File: src/rtl/spi_slave_cmd_sequencer_if.sv
// Signal bundle between the SPI command sequencer and the PHY, CSR bus, PSRAM bus and CPU.
// The slave modport is the sequencer's view; master is the view of whatever surrounds it.
`timescale 1ns/1ps
interface spi_slave_cmd_sequencer_if #(
   parameter int pUsiAdrsBit = 16,
   parameter int pUfiAdrsBit = 32
);
   logic                   iCsn;
   logic [7:0]             iRxByte;
   logic                   iRxVd;
   logic [7:0]             oTxByte;
   logic                   iTxAck;
   logic [31:0]            oMUsiWd;
   logic [pUsiAdrsBit-1:0] oMUsiAdrs;
   logic                   oMUsiWEd;
   logic                   oMUsiRReq;
   logic [31:0]            iMUsiRd;
   logic                   iMUsiREd;
   logic [31:0]            oMUfiWd;
   logic [pUfiAdrsBit-1:0] oMUfiAdrs;
   logic                   oMUfiWEd;
   logic                   oMUfiWVd;
   logic                   oMSpiIntr;
   logic [3:0]             oErrSts;
   logic                   iErrClr;

   modport slave (
      input  iCsn, iRxByte, iRxVd, iTxAck, iMUsiRd, iMUsiREd, iErrClr,
      output oTxByte, oMUsiWd, oMUsiAdrs, oMUsiWEd, oMUsiRReq,
             oMUfiWd, oMUfiAdrs, oMUfiWEd, oMUfiWVd, oMSpiIntr, oErrSts
   );

   modport master (
      output iCsn, iRxByte, iRxVd, iTxAck, iMUsiRd, iMUsiREd, iErrClr,
      input  oTxByte, oMUsiWd, oMUsiAdrs, oMUsiWEd, oMUsiRReq,
             oMUfiWd, oMUfiAdrs, oMUfiWEd, oMUfiWVd, oMSpiIntr, oErrSts
   );
endinterface

File: src/rtl/spi_slave_cmd_sequencer.sv
// Parses one SPI CS frame (8-byte header + payload) and dispatches it as a CSR write,
// a CSR read returned through the PHY shifter, or a PSRAM word-write burst.
`timescale 1ns/1ps
module spi_slave_cmd_sequencer #(
   parameter int pUsiAdrsBit    = 16,
   parameter int pUfiAdrsBit    = 32,
   parameter int pMaxMemLen     = 2048,
   parameter int pTimeoutCycles = 256
) (
   input logic                      iSysClk,
   input logic                      iSysRst,
   spi_slave_cmd_sequencer_if.slave bus
);

   localparam int                     lToBit   = $clog2(pTimeoutCycles + 1);
   localparam logic [lToBit-1:0]      lToLast  = lToBit'(pTimeoutCycles - 1);
   localparam logic [15:0]            lMaxLen  = 16'(pMaxMemLen);
   localparam logic [pUfiAdrsBit-1:0] lUfiStep = pUfiAdrsBit'(4);

   typedef enum logic [2:0] {
      IDLE, HDR, CSRW, CSRR_REQ, CSRR_WAIT, CSRR_TX, MEMW, DRAIN
   } state_t;

   state_t                 r_state;
   logic                   r_arm;
   logic [2:0]             r_hdr_cnt;
   logic [31:0]            r_adrs;
   logic [7:0]             r_cmd;
   logic [15:0]            r_len;
   logic [11:0]            r_byte_cnt;
   logic [31:0]            r_word;
   logic [31:0]            r_rd_sh;
   logic [1:0]             r_tx_idx;
   logic [lToBit-1:0]      r_to_cnt;
   logic [pUfiAdrsBit-1:0] r_ufi_next;

   logic [7:0]             r_tx_byte;
   logic [31:0]            r_usi_wd;
   logic [pUsiAdrsBit-1:0] r_usi_adrs;
   logic                   r_usi_wed;
   logic                   r_usi_rreq;
   logic [31:0]            r_ufi_wd;
   logic [pUfiAdrsBit-1:0] r_ufi_adrs;
   logic                   r_ufi_wed;
   logic                   r_ufi_wvd;
   logic                   r_intr;
   logic [3:0]             r_err;

   logic                   w_rx;
   logic [31:0]            w_word_next;
   logic [11:0]            w_cnt_next;
   logic                   w_mem_len_bad;
   logic                   w_in_frame;

   assign w_rx          = bus.iRxVd & ~bus.iCsn;
   assign w_word_next   = {r_word[23:0], bus.iRxByte};
   assign w_cnt_next    = r_byte_cnt + 12'd1;
   assign w_mem_len_bad = (r_len > lMaxLen) || (r_len[1:0] != 2'b00);
   assign w_in_frame    = (r_state != IDLE) && (r_state != DRAIN);

   // r_arm blocks a frame from starting until CS has been seen high, so a reset
   // in the middle of a frame cannot reinterpret the payload tail as a header.
   always_ff @(posedge iSysClk) begin
      if (iSysRst) begin
         r_state    <= IDLE;
         r_arm      <= 1'b0;
         r_hdr_cnt  <= '0;
         r_adrs     <= '0;
         r_cmd      <= '0;
         r_len      <= '0;
         r_byte_cnt <= '0;
         r_word     <= '0;
         r_rd_sh    <= '0;
         r_tx_idx   <= '0;
         r_to_cnt   <= '0;
         r_ufi_next <= '0;
         r_tx_byte  <= '0;
         r_usi_wd   <= '0;
         r_usi_adrs <= '0;
         r_usi_wed  <= 1'b0;
         r_usi_rreq <= 1'b0;
         r_ufi_wd   <= '0;
         r_ufi_adrs <= '0;
         r_ufi_wed  <= 1'b0;
         r_ufi_wvd  <= 1'b0;
         r_intr     <= 1'b0;
         r_err      <= '0;
      end else begin
         r_usi_wed  <= 1'b0;
         r_usi_rreq <= 1'b0;
         r_ufi_wed  <= 1'b0;
         r_intr     <= 1'b0;
         // A clear is overridden bit-wise by any error set later in this block.
         if (bus.iErrClr)
            r_err <= '0;
         if (bus.iCsn)
            r_arm <= 1'b1;

         if (bus.iCsn) begin
            if (w_in_frame)
               r_err[2] <= 1'b1;
            r_state    <= IDLE;
            r_ufi_wvd  <= 1'b0;
            r_tx_byte  <= 8'h00;
            r_hdr_cnt  <= '0;
            r_byte_cnt <= '0;
            r_to_cnt   <= '0;
            r_tx_idx   <= '0;
         end else begin
            case (r_state)
               IDLE: begin
                  if (r_arm) begin
                     r_state   <= HDR;
                     r_hdr_cnt <= '0;
                  end
               end

               HDR: begin
                  if (w_rx) begin
                     r_hdr_cnt <= r_hdr_cnt + 3'd1;
                     case (r_hdr_cnt)
                        3'd0, 3'd1, 3'd2, 3'd3: r_adrs <= {r_adrs[23:0], bus.iRxByte};
                        3'd4:                   r_cmd  <= bus.iRxByte;
                        3'd5, 3'd6:             r_len  <= {r_len[7:0], bus.iRxByte};
                        default: begin
                           r_byte_cnt <= '0;
                           case (r_cmd)
                              8'd0: r_state <= DRAIN;
                              8'd1: begin
                                 if (r_len == 16'd4) begin
                                    r_state <= CSRW;
                                 end else begin
                                    r_err[1] <= 1'b1;
                                    r_state  <= DRAIN;
                                 end
                              end
                              8'd2: begin
                                 if (r_len == 16'd4) begin
                                    r_state    <= CSRR_REQ;
                                    r_usi_rreq <= 1'b1;
                                    r_usi_adrs <= r_adrs[pUsiAdrsBit-1:0];
                                    r_to_cnt   <= '0;
                                 end else begin
                                    r_err[1] <= 1'b1;
                                    r_state  <= DRAIN;
                                 end
                              end
                              8'd3: begin
                                 if (w_mem_len_bad) begin
                                    r_err[1] <= 1'b1;
                                    r_state  <= DRAIN;
                                 end else begin
                                    r_state    <= MEMW;
                                    r_ufi_next <= r_adrs[pUfiAdrsBit-1:0];
                                    r_ufi_wvd  <= (r_len != 16'd0);
                                 end
                              end
                              default: begin
                                 r_err[0] <= 1'b1;
                                 r_state  <= DRAIN;
                              end
                           endcase
                        end
                     endcase
                  end
               end

               CSRW: begin
                  if (w_rx) begin
                     r_word     <= w_word_next;
                     r_byte_cnt <= w_cnt_next;
                     if (r_byte_cnt[1:0] == 2'd3) begin
                        r_usi_wd   <= w_word_next;
                        r_usi_adrs <= r_adrs[pUsiAdrsBit-1:0];
                        r_usi_wed  <= 1'b1;
                        r_intr     <= 1'b1;
                        r_state    <= DRAIN;
                     end
                  end
               end

               CSRR_REQ: r_state <= CSRR_WAIT;

               CSRR_WAIT: begin
                  if (bus.iMUsiREd) begin
                     r_rd_sh   <= {bus.iMUsiRd[23:0], 8'h00};
                     r_tx_byte <= bus.iMUsiRd[31:24];
                     r_tx_idx  <= '0;
                     r_state   <= CSRR_TX;
                  end else if (r_to_cnt == lToLast) begin
                     r_err[3] <= 1'b1;
                     r_state  <= DRAIN;
                  end else begin
                     r_to_cnt <= r_to_cnt + lToBit'(1);
                  end
               end

               CSRR_TX: begin
                  if (bus.iTxAck) begin
                     if (r_tx_idx == 2'd3) begin
                        r_tx_byte <= 8'h00;
                        r_intr    <= 1'b1;
                        r_state   <= DRAIN;
                     end else begin
                        r_tx_byte <= r_rd_sh[31:24];
                        r_rd_sh   <= {r_rd_sh[23:0], 8'h00};
                        r_tx_idx  <= r_tx_idx + 2'd1;
                     end
                  end
               end

               // The window stays open through the last write; DRAIN closes it a cycle later.
               MEMW: begin
                  if (r_len == 16'd0) begin
                     r_intr  <= 1'b1;
                     r_state <= DRAIN;
                  end else if (w_rx) begin
                     r_word     <= w_word_next;
                     r_byte_cnt <= w_cnt_next;
                     if (r_byte_cnt[1:0] == 2'd3) begin
                        r_ufi_wd   <= w_word_next;
                        r_ufi_adrs <= r_ufi_next;
                        r_ufi_next <= r_ufi_next + lUfiStep;
                        r_ufi_wed  <= 1'b1;
                     end
                     if ({4'd0, w_cnt_next} == r_len) begin
                        r_intr  <= 1'b1;
                        r_state <= DRAIN;
                     end
                  end
               end

               DRAIN: begin
                  r_ufi_wvd <= 1'b0;
                  r_tx_byte <= 8'h00;
               end

               default: r_state <= IDLE;
            endcase
         end
      end
   end

   assign bus.oTxByte   = r_tx_byte;
   assign bus.oMUsiWd   = r_usi_wd;
   assign bus.oMUsiAdrs = r_usi_adrs;
   assign bus.oMUsiWEd  = r_usi_wed;
   assign bus.oMUsiRReq = r_usi_rreq;
   assign bus.oMUfiWd   = r_ufi_wd;
   assign bus.oMUfiAdrs = r_ufi_adrs;
   assign bus.oMUfiWEd  = r_ufi_wed;
   assign bus.oMUfiWVd  = r_ufi_wvd;
   assign bus.oMSpiIntr = r_intr;
   assign bus.oErrSts   = r_err;

endmodule

File: src/flat_wrapper.sv
// flat-port wrapper written by rule: the top's interface ports become plain ports
module spi_slave_cmd_sequencer_flat 
#(
   parameter int pUsiAdrsBit    = 16,
   parameter int pUfiAdrsBit    = 32,
   parameter int pMaxMemLen     = 2048,
   parameter int pTimeoutCycles = 256
)
  (iSysClk, iSysRst, bus_iCsn, bus_iRxByte, bus_iRxVd, bus_iTxAck, bus_iMUsiRd, bus_iMUsiREd, bus_iErrClr, bus_oTxByte, bus_oMUsiWd, bus_oMUsiAdrs, bus_oMUsiWEd, bus_oMUsiRReq, bus_oMUfiWd, bus_oMUfiAdrs, bus_oMUfiWEd, bus_oMUfiWVd, bus_oMSpiIntr, bus_oErrSts);
  spi_slave_cmd_sequencer_if #(.pUsiAdrsBit(pUsiAdrsBit), .pUfiAdrsBit(pUfiAdrsBit)) bus_i ();
  input logic iSysClk;
  input logic iSysRst;
  input wire logic [$bits(bus_i.iCsn)-1:0] bus_iCsn;
  input wire logic [$bits(bus_i.iRxByte)-1:0] bus_iRxByte;
  input wire logic [$bits(bus_i.iRxVd)-1:0] bus_iRxVd;
  input wire logic [$bits(bus_i.iTxAck)-1:0] bus_iTxAck;
  input wire logic [$bits(bus_i.iMUsiRd)-1:0] bus_iMUsiRd;
  input wire logic [$bits(bus_i.iMUsiREd)-1:0] bus_iMUsiREd;
  input wire logic [$bits(bus_i.iErrClr)-1:0] bus_iErrClr;
  output wire logic [$bits(bus_i.oTxByte)-1:0] bus_oTxByte;
  output wire logic [$bits(bus_i.oMUsiWd)-1:0] bus_oMUsiWd;
  output wire logic [$bits(bus_i.oMUsiAdrs)-1:0] bus_oMUsiAdrs;
  output wire logic [$bits(bus_i.oMUsiWEd)-1:0] bus_oMUsiWEd;
  output wire logic [$bits(bus_i.oMUsiRReq)-1:0] bus_oMUsiRReq;
  output wire logic [$bits(bus_i.oMUfiWd)-1:0] bus_oMUfiWd;
  output wire logic [$bits(bus_i.oMUfiAdrs)-1:0] bus_oMUfiAdrs;
  output wire logic [$bits(bus_i.oMUfiWEd)-1:0] bus_oMUfiWEd;
  output wire logic [$bits(bus_i.oMUfiWVd)-1:0] bus_oMUfiWVd;
  output wire logic [$bits(bus_i.oMSpiIntr)-1:0] bus_oMSpiIntr;
  output wire logic [$bits(bus_i.oErrSts)-1:0] bus_oErrSts;
  assign bus_i.iCsn = bus_iCsn;
  assign bus_i.iRxByte = bus_iRxByte;
  assign bus_i.iRxVd = bus_iRxVd;
  assign bus_i.iTxAck = bus_iTxAck;
  assign bus_i.iMUsiRd = bus_iMUsiRd;
  assign bus_i.iMUsiREd = bus_iMUsiREd;
  assign bus_i.iErrClr = bus_iErrClr;
  assign bus_oTxByte = bus_i.oTxByte;
  assign bus_oMUsiWd = bus_i.oMUsiWd;
  assign bus_oMUsiAdrs = bus_i.oMUsiAdrs;
  assign bus_oMUsiWEd = bus_i.oMUsiWEd;
  assign bus_oMUsiRReq = bus_i.oMUsiRReq;
  assign bus_oMUfiWd = bus_i.oMUfiWd;
  assign bus_oMUfiAdrs = bus_i.oMUfiAdrs;
  assign bus_oMUfiWEd = bus_i.oMUfiWEd;
  assign bus_oMUfiWVd = bus_i.oMUfiWVd;
  assign bus_oMSpiIntr = bus_i.oMSpiIntr;
  assign bus_oErrSts = bus_i.oErrSts;
  spi_slave_cmd_sequencer #(.pUsiAdrsBit(pUsiAdrsBit), .pUfiAdrsBit(pUfiAdrsBit), .pMaxMemLen(pMaxMemLen), .pTimeoutCycles(pTimeoutCycles)) u_core (.iSysClk(iSysClk), .iSysRst(iSysRst), .bus(bus_i));
endmodule
File: config.mk
export PLATFORM = sky130hd
export DESIGN_NAME = spi_slave_cmd_sequencer_flat
export DESIGN_NICKNAME = d
export VERILOG_FILES = /design/src/rtl/spi_slave_cmd_sequencer_if.sv /design/src/rtl/spi_slave_cmd_sequencer.sv /design/src/flat_wrapper.sv
export SDC_FILE = /design/constraint.sdc
export NUM_CORES = 1
export LEC_CHECK = 0
export CAP_MARGIN = 20
export CORE_UTILIZATION = 35
export DETAILED_ROUTE_END_ITERATION = 8
export MAX_ROUTING_LAYER = met4
export PLACE_DENSITY_LB_ADDON = 0.12
export SLEW_MARGIN = 0
export SYNTH_ARGS = -nofsm -noshare
export SYNTH_HDL_FRONTEND = slang
export SYNTH_SLANG_ARGS = --single-unit
File: constraint.sdc
create_clock -name iSysClk -period 8 [get_ports iSysClk]
set_input_delay 2.4 -clock iSysClk [delete_from_list [all_inputs] [get_ports iSysClk]]
set_output_delay 2.4 -clock iSysClk [all_outputs]
set_load 0.01 [all_outputs]
==> results_dict.tcl, run 1 <==
set metrics [dict create \
    outcome "finished clean" \
    crit_family "simple AND/OR/NAND/NOR gates" \
    ys_warn_count 0 \
    drt-initial-drc-count 866 \
    drc 0 \
    cts_root_buffer "clkbuf_16" \
    dieArea_sq_um 36270 \
    yosysTopAreaCell "dfxtp_1" \
    cp_num_buf_inv 1 \
    final.min_clock_period_ps 5209 \
    synth_edf_count 0 \
    dp.cells 2046 \
    stdcell_count 2109 \
    worst_path_max_delay_cell "a21oi_4" \
    fin_tns_setup_ps 0 \
    setup_viol 0 \
    io_pins 176 \
    min_path_cells 2 \
    synth_cell_type_count 63 \
    clockBufferDepth 3 \
    synth_ff_type "dfxtp_1" \
    syn_area_per_cell_sq_um 8.242 \
    crit_type "input port to flip-flop" \
    hold_viol 0 \
    p_per_area_nw_per_um2 206.5 \
    endpoint_kind "flip-flop" \
    synth_cells 1508 \
    rows 68 \
    clock_sinks 295 \
    vias 11010 \
    switching_power_w 0.0007036 \
    nNetsFinal 1684 \
    cp_cell_sequence "clkdlybuf4s50_1 > nor4bb_1 > nand4_1 > or4_4 > a21oi_4 > a21oi_1 > a311oi_2" \
    grt-ovfl-total 0 \
    syn_area_sq_um 12430 \
    port_buffers 175 \
    irDropWorstVdd_v 0.0001322 \
    drt_first_pass_iters 5 \
    avgRoutedWirePerCell_um 17.24 \
    tightest_slew_ps 1035 \
    layout_common_cells "nand2_1 (310), dfxtp_1 (295), nor2_1 (174), clkdlybuf4s50_1 (174), a21oi_1 (169)" \
    hpwl_um 24400 \
    initial_core_util_pct 35.81 \
    slew_viol_final 0 \
    htree_levels 2 \
    yosys-top-cells-area "dfxtp_1 (48%), nand2_1 (9.4%), mux2i_1 (7.5%)" \
    min_period_over_period_pct 65.12 \
    area_growth_pct 26.43 \
    drive_gt1_share_pct 6.106 \
    max_slew_margin_pct 30.78 \
    p_seq_share_pct 45.7 \
    path_depth 7 \
    rsz0062_at_grt "no" \
    clk_pin_slew_ps 60 \
    cts-buffers-inserted 35 \
    swShare_pct 21.68 \
    worstRegToRegCells 6 \
    multi_input_area_sq_um 6080 \
    regArea_sq_um 5906 \
    die_h_um 190.4 \
    synth_top_area_share_pct 47.51 \
    slowest_delay_ps 820 \
    globalplace.congestion 0.8295 \
    grt_pass1_wl_um 57050 \
    crit_path_start_kind "input port" \
    clock_latency_ps 520 \
    clock_skew_ps 25.19 \
    yosysSeqAreaShare_pct 47.51 \
    syn_nets 1564 \
    dpl_cell_area_sq_um 14500 \
    critPathRequiredTime_ps 8430 \
    viasPerCell 5.221 \
    n_antenna_cell 0 \
    ys_ff_latch 295 \
    cts_tree "done" \
    final_util_pct 45.27 \
    coreArea_sq_um 34710 \
    max_freq_mhz 192.0 \
    final_common_cell "nand2_1" \
    crit_fanout 39 \
    grt_max_degree 98 \
    async_reset_ff_share_pct 0 \
    cts_hold_buf 0 \
    die_w_um 190.4 \
    grt_use_total_pct 20.21 \
    fin_area_sq_um 15720 \
    antenna_found_initial 0 \
    ant_nets 0 \
    pwr-share-clk_pct 51.1 \
    hp-class "flip-flop to flip-flop" \
    drt_wl_total_um 36360 \
    max_cap_viol_count 0 \
    final.fill_count 3515 \
    post-cts-setup-buffers 0 \
    leakage_nw 5.258 \
    cts_resized 0 \
    grt_pass1_vias 10300 \
    p_comb_share_pct 3.3 \
    intPower_w 0.002542 \
    critPathArrivalTime_ps 5640 \
]
-- layer usage --
metal | up-vias | GRT usage, % | share of wire, %
li1 | 5513 | - | -
met1 | 5226 | 28.42 | 49
met2 | 231 | 29.51 | 44
met3 | 41 | 4.288 | 5.9
met4 | 0 | 4.308 | 1.4
met5 | - | - | 0
-- tightest hold or removal path: cells and delay by family (launching register included) --
kind	cells	cell delay, ps
and+or+nand+nor	1	50
DFF	1	300
AOI/OAI and AO/OA	1	50
-- area by class of cell --
| cell class | instances | share of cell area [%] |
|---|---|---|
| clock inverter | 14 | 1.178 |
| sequential | 295 | 37.58 |
| multi-input combinational | 1093 | 38.69 |
| tap | 455 | 3.623 |
| clock buffer | 49 | 6.553 |
| timing repair buffer | 191 | 12.09 |
| inverter | 12 | 0.2866 |
-- flip-flops by register name, summed over array words and instances (netlist names), 9 cells and up --
name and count:
u_core.r_rd_sh 24, u_core.bus.oMUfiAdrs 32, u_core.bus.oMUfiWd 32, u_core.r_to_cnt 9, u_core.r_adrs 32, u_core.r_word 24
u_core.bus.oMUsiWd 32, u_core.r_len 16, u_core.r_ufi_next 32, u_core.r_byte_cnt 12, u_core.bus.oMUsiAdrs 16
-- power groups by stage --
stage	clock network, W	registers, W	logic (W)
after CTS	0.00170	0.00148	0.000106
after floorplan	0	0.00151	0.0000600
after global placement	0	0.00151	0.000106
final	0.00166	0.00148	0.000106
after global routing	0.00176	0.00148	0.000115
after detailed placement	0	0.00151	0.000106
-- path summary, 6_finish.rpt --
check | startpoint | slack [ps] | to
worst max-delay path | bus_iCsn | 2790 | u_core.r_ufi_next[2]
worst min-delay path | u_core.bus.oMUsiWd[4] | 450 | u_core.bus.oMUsiWd[4]
worst max register to register | u_core.r_state[0] | 4510 | u_core.r_ufi_next[2]
worst min register to register | u_core.bus.oMUsiWd[4] | 450 | u_core.bus.oMUsiWd[4]
-- cells by family (layout without fill, tap and decap cells) --
group                    after synthesis  count (layout)  share of synthesized area [%]
flip-flops                           295             295                          47.51
AND/OR/NAND/NOR                      644             644                          22.43
AO/OA/AOI/OAI                        329             329                          16.44
buffers and inverters                120             266                          3.936
XOR/XNOR                              17              17                          1.198
adder cells (fa/ha/maj)                9               9                         0.9060
multiplexers                          94              94                          7.580
-- metrics by stage --
step / worst slack (ps) / power (W) / hold WS (ps)
4_1_cts: 2827 / 0.003288 / 452.1
3_5_place_dp: 2287 / 0.001620 / 443.5
3_3_place_gp: 2299 / 0.001620 / 440.6
6_report: 2791 / 0.003246 / 451.8
2_1_floorplan: 3762 / 0.001569 / 432.1
5_1_grt: 2476 / 0.003357 / 468.9
-- Yosys cell counts, drive strengths merged (10+ instances only) --
library cell	count
a211oi	26
a21oi	170
a22oi	10
a311oi	19
a31oi	17
buf	18
clkbuf	90
dfxtp	295
inv	10
mux2i	93
nand2	310
nand2b	12
nand3	40
nand4	25
nor2	177
nor3	24
nor4	10
o21ai	30
o31ai	10
or4	11
(Power assumes the default switching activity.)
==> run 2, diff against run 1 <==
==> constraint.sdc (replaced) <==
create_clock -name iSysClk -period 5.2 [get_ports iSysClk]
set_input_delay 1.56 -clock iSysClk [delete_from_list [all_inputs] [get_ports iSysClk]]
set_output_delay 1.56 -clock iSysClk [all_outputs]
set_load 0.01 [all_outputs]
==> run 2 against run 1 <==
Effect of this change:
- non-clock buffer count is 4 higher
- worst hold slack better by 1.3 ps
- sequential power up 54%
- final cell count about the same
- largest power group unchanged
- via count is 0.76% higher
- die area stayed put
- critical path type unchanged
- core utilization about the same
- total power grew 53%
==> results_dict.tcl, run 2 (same netlist as run 1, synthesis figures left out) <==
set metrics [dict create \
    outcome "finished clean" \
    cts_root_buffer "clkbuf_16" \
    ant_nets 0 \
    avgRoutedWirePerCell_um 17.46 \
    final_common_cell "nand2_1" \
    clockBufferDepth 3 \
    crit_fanout 22 \
    io_pins 176 \
    nNetsFinal 1689 \
    globalplace.congestion 0.8471 \
    clk_pin_slew_ps 60 \
    critPathRequiredTime_ps 5600 \
    cp_cell_sequence "clkdlybuf4s50_1 > nor4bb_1 > nand4_1 > or4_4 > a21oi_4 > buf_12 > nor2_1 > a2111oi_2" \
    drt_first_pass_iters 5 \
    dieArea_sq_um 36270 \
    die_w_um 190.4 \
    die_h_um 190.4 \
    max_freq_mhz 247.4 \
    cts_hold_buf 0 \
    endpoint_kind "flip-flop" \
    n_antenna_cell 0 \
    dp.cells 2050 \
    final.min_clock_period_ps 4042 \
    antenna_found_initial 0 \
    rows 68 \
    r2r_start "u_core.r_state[2]" \
    area_growth_pct 26.42 \
    drc 0 \
    tightest_slew_ps 1021 \
    post-cts-setup-buffers 0 \
    max_slew_margin_pct 31.73 \
    hp-class "flip-flop to flip-flop" \
    worstHoldStart "u_core.r_rd_sh[11]" \
    rsz0062_at_grt "no" \
    hpwl_um 24460 \
    cts_tree "done" \
    vias 11100 \
    cp_num_buf_inv 2 \
    p_total_w 0.004962 \
    p_per_area_nw_per_um2 315.8 \
    hold_ws_ps 453.1 \
    r2r_end "u_core.r_ufi_next[15]" \
    port_buffers 175 \
    grt_pass1_wl_um 58270 \
    htree_levels 2 \
    max_cap_viol_count 0 \
    setup_slack_ps 1158 \
    min_period_over_period_pct 77.73 \
    clock_sinks 295 \
    whs_endpoint "u_core.r_rd_sh[11]" \
    viasPerCell 5.256 \
    cts_resized 0 \
    layout_common_cells "nand2_1 (310), dfxtp_1 (295), nor2_1 (174), clkdlybuf4s50_1 (174), a21oi_1 (169)" \
    crit_family "simple AND/OR/NAND/NOR gates" \
    crit_path_start_kind "input port" \
    initial_core_util_pct 35.81 \
    clock_latency_ps 510 \
    leakage_nw 5.265 \
    place_worst_setup_slack_ps 704.2 \
    slowest_delay_ps 680 \
    drive_gt1_share_pct 6.220 \
    fin_tns_setup_ps 0 \
    grt_max_degree 130 \
    worstRegToRegCells 7 \
    clock_skew_ps 14.90 \
    grt_pass1_vias 10410 \
    coreArea_sq_um 34710 \
    stdcell_count 2111 \
    grt_use_total_pct 20.60 \
    critPathArrivalTime_ps 4440 \
    drt_wl_total_um 36860 \
    min_path_cells 2 \
    hold_viol 0 \
    worst_path_max_delay_cell "nor4bb_1" \
    crit_type "input port to flip-flop" \
    setup_viol 0 \
    reg2reg_slack_ps 1870 \
    grt-ovfl-total 0 \
    slew_viol_final 0 \
    cts-buffers-inserted 36 \
    drt-initial-drc-count 878 \
    irDropWorstVdd_v 0.0002653 \
]
## run 2: changes by cell type in the layout (fill, tap and decap cells not counted), moves of 2 or more
cell	before	now
clkbuf_8	9	13
clkinv_2	8	5
bufinv_16	4	2
buf_4	14	18
## run 2: per-stage QoR
step                      utilization, %  cell area (sq um)
after global routing               45.27              15710
final                              45.27              15710
after floorplan                        -              12430
after detailed placement           41.81              14520
after CTS                          45.27              15710
after global placement             41.78              14500
## run 2: worst max path at each step
stage                     startpoint  cells after the start                        to
after floorplan             bus_iCsn                      7  u_core.bus.oMUsiAdrs[10]
after global placement     bus_iRxVd                      8     u_core.r_ufi_next[15]
after detailed placement   bus_iRxVd                      8     u_core.r_ufi_next[15]
after CTS                  bus_iRxVd                      8     u_core.r_ufi_next[15]
after global routing       bus_iRxVd                      7        u_core.r_to_cnt[7]
final                      bus_iRxVd                      8     u_core.r_ufi_next[15]
## run 2: tightest hold or removal path, stage by stage, from the launching register on
cell     delay, ps
dfxtp_1        310
nand2_1         50
a21oi_1         50
## run 2: per-layer routing
metal / GRT usage, % / up-vias / share of wire, %
met3: 4.656 / 43 / 6.8
met2: 30.28 / 276 / 44
met4: 4.646 / 0 / 1.5
li1: - / 5519 / -
met5: - / - / 0
met1: 28.55 / 5257 / 48
## run 2: power breakdown
group          switching [W]  internal, W  total (W)
clock network       0.000954      0.00156    0.00252
registers          0.0000131      0.00227    0.00228
logic               0.000104    0.0000611   0.000166
total                0.00107      0.00389    0.00496
## run 2: cell type report
| class | instances | area, sq um |
|---|---|---|
| fillers | 3397 | 19000 |
| multi-input cells | 1093 | 6073 |
| flip-flops and latches | 295 | 5906 |
| repair buffers | 195 | 1922 |
| clock buffers | 53 | 1106 |
| well taps | 455 | 569.3 |
| clock inverters | 8 | 92.59 |
| inverters | 12 | 45.04 |
==> run 3, diff against run 2 <==
==> constraint.sdc (replaced) <==
create_clock -name iSysClk -period 4 [get_ports iSysClk]
set_input_delay 1.2 -clock iSysClk [delete_from_list [all_inputs] [get_ports iSysClk]]
set_output_delay 1.2 -clock iSysClk [all_outputs]
set_load 0.01 [all_outputs]
==> run 3 against run 2 <==
Effect of this change:
- critical path depth increased by 1
- core utilization about the same
- die area unchanged
- critical path type unchanged
==> results_dict.tcl, run 3 (same netlist as run 1, synthesis figures left out) <==
set metrics [dict create \
    outcome "finished clean" \
    hpwl_um 24350 \
    layout_common_cells "nand2_1 (310), dfxtp_1 (295), nor2_1 (174), clkdlybuf4s50_1 (174), a21oi_1 (169)" \
    clock_sinks 295 \
    endpoint_kind "flip-flop" \
    drc 0 \
    antenna_found_initial 0 \
    max_cap_viol_count 0 \
    rsz0062_at_grt "no" \
    p_comb_share_pct 3.5 \
    drt-initial-drc-count 735 \
    irDropWorstVdd_v 0.0002896 \
    crit_type "input port to flip-flop" \
    setup_viol 0 \
    grt_pass1_vias 10550 \
    clock_latency_ps 520 \
    area_growth_pct 26.45 \
    leakage_nw 5.264 \
    io_pins 176 \
    crit_fanout 11 \
    p_seq_share_pct 46.8 \
    grt_pass1_wl_um 58480 \
    die_w_um 190.4 \
    fin_tns_setup_ps 0 \
    max_slew_margin_pct 38.53 \
    dieArea_sq_um 36270 \
    viasPerCell 5.239 \
    drive_gt1_share_pct 6.145 \
    cts_resized 0 \
    hp-class "flip-flop to flip-flop" \
    grt_use_total_pct 20.69 \
    final.min_clock_period_ps 3252 \
    max_freq_mhz 307.5 \
    coreArea_sq_um 34710 \
    cts_hold_buf 0 \
    clk_pin_slew_ps 60 \
    clockBufferDepth 3 \
    cts-buffers-inserted 35 \
    clock_skew_ps 15.37 \
    n_antenna_cell 0 \
    crit_path_start_kind "input port" \
    cts_tree "done" \
    grt_max_degree 168 \
    critPathArrivalTime_ps 3620 \
    swShare_pct 21.96 \
    die_h_um 190.4 \
    setup_slack_ps 747.6 \
    cts_root_buffer "clkbuf_16" \
    pwr-share-clk_pct 49.7 \
    avgRoutedWirePerCell_um 17.41 \
    globalplace.congestion 0.8482 \
    place_worst_setup_slack_ps 248.6 \
    slew_viol_final 0 \
    post-cts-setup-buffers 0 \
    grt-ovfl-total 0 \
    ant_nets 0 \
    final.fill_count 3492 \
    intPower_w 0.004943 \
    final_common_cell "nand2_1" \
    hold_viol 0 \
    tightest_slew_ps 915.0 \
    switching_power_w 0.001391 \
    port_buffers 175 \
    drt_first_pass_iters 7 \
    critPathRequiredTime_ps 4370 \
    vias 11080 \
    htree_levels 2 \
    initial_core_util_pct 35.81 \
    p_per_area_nw_per_um2 403.0 \
    nNetsFinal 1695 \
    rows 68 \
    drt_wl_total_um 36830 \
    min_period_over_period_pct 81.31 \
]
## run 3: final cells by class
cell class	instances	area, sq um	area share (%)
Sequential cell	295	5906	37.57
Inverter	12	45.04	0.2866
Timing Repair Buffer	202	1996	12.70
Clock inverter	7	100.1	0.6368
Clock buffer	51	1028	6.544
Multi-Input combinational cell	1093	6073	38.64
Tap cell	455	569.3	3.622
## run 3: worst paths after layout
| path | startpoint | endpoint | slack [ps] | cells past startpoint |
|---|---|---|---|---|
| worst min-delay path | u_core.bus.oMUsiWd[27] | u_core.bus.oMUsiWd[27] | 450 | 2 |
| worst min register to register | u_core.bus.oMUsiWd[27] | u_core.bus.oMUsiWd[27] | 450 | 2 |
| worst max-delay path | bus_iRxVd | u_core.r_ufi_next[8] | 750 | 9 |
| worst max register to register | u_core.r_len[4] | u_core.r_to_cnt[7] | 990 | 6 |
## run 3: through the flow
| step | util, % | area, sq um | instances | hold slack (ps) | total power (W) |
|---|---|---|---|---|---|
| final | 45.28 | 15720 | 2115 | 453.1 | 0.006334 |
| after global routing | 45.28 | 15720 | 2115 | 469.1 | 0.006558 |
| after CTS | 45.28 | 15720 | 2115 | 452.2 | 0.006422 |
| after detailed placement | 42.03 | 14590 | 2057 | 445.1 | 0.003249 |
| after global placement | 42.03 | 14590 | 2057 | 440.1 | 0.003249 |
| after floorplan | - | 12430 | 1508 | 432.1 | 0.003139 |
## run 3: layer usage
metal / share of wire, % / vias to the layer above / GRT usage, %
li1: - / 5524 / -
met1: 49 / 5290 / 29.24
met2: 44 / 221 / 30.10
met3: 5.5 / 46 / 4.306
met4: 1.3 / 0 / 4.400
met5: 0 / - / -
## run 3: power groups by stage
stage                     clock, W  combinational [W]  sequential, W
after CTS                  0.00324           0.000221        0.00296
after global placement           0           0.000221        0.00303
after detailed placement         0           0.000220        0.00303
final                      0.00315           0.000221        0.00296
after global routing       0.00335           0.000240        0.00296
after floorplan                  0           0.000120        0.00302
## run 3: worst max-delay path, stage by stage
cell and delay, ps:
clkdlybuf4s50_1 510, nor4bb_1 300, buf_4 190, nand4_1 90, or4_4 490, a21o_1 350, buf_4 240, o21ai_0 180
a21oi_1 80
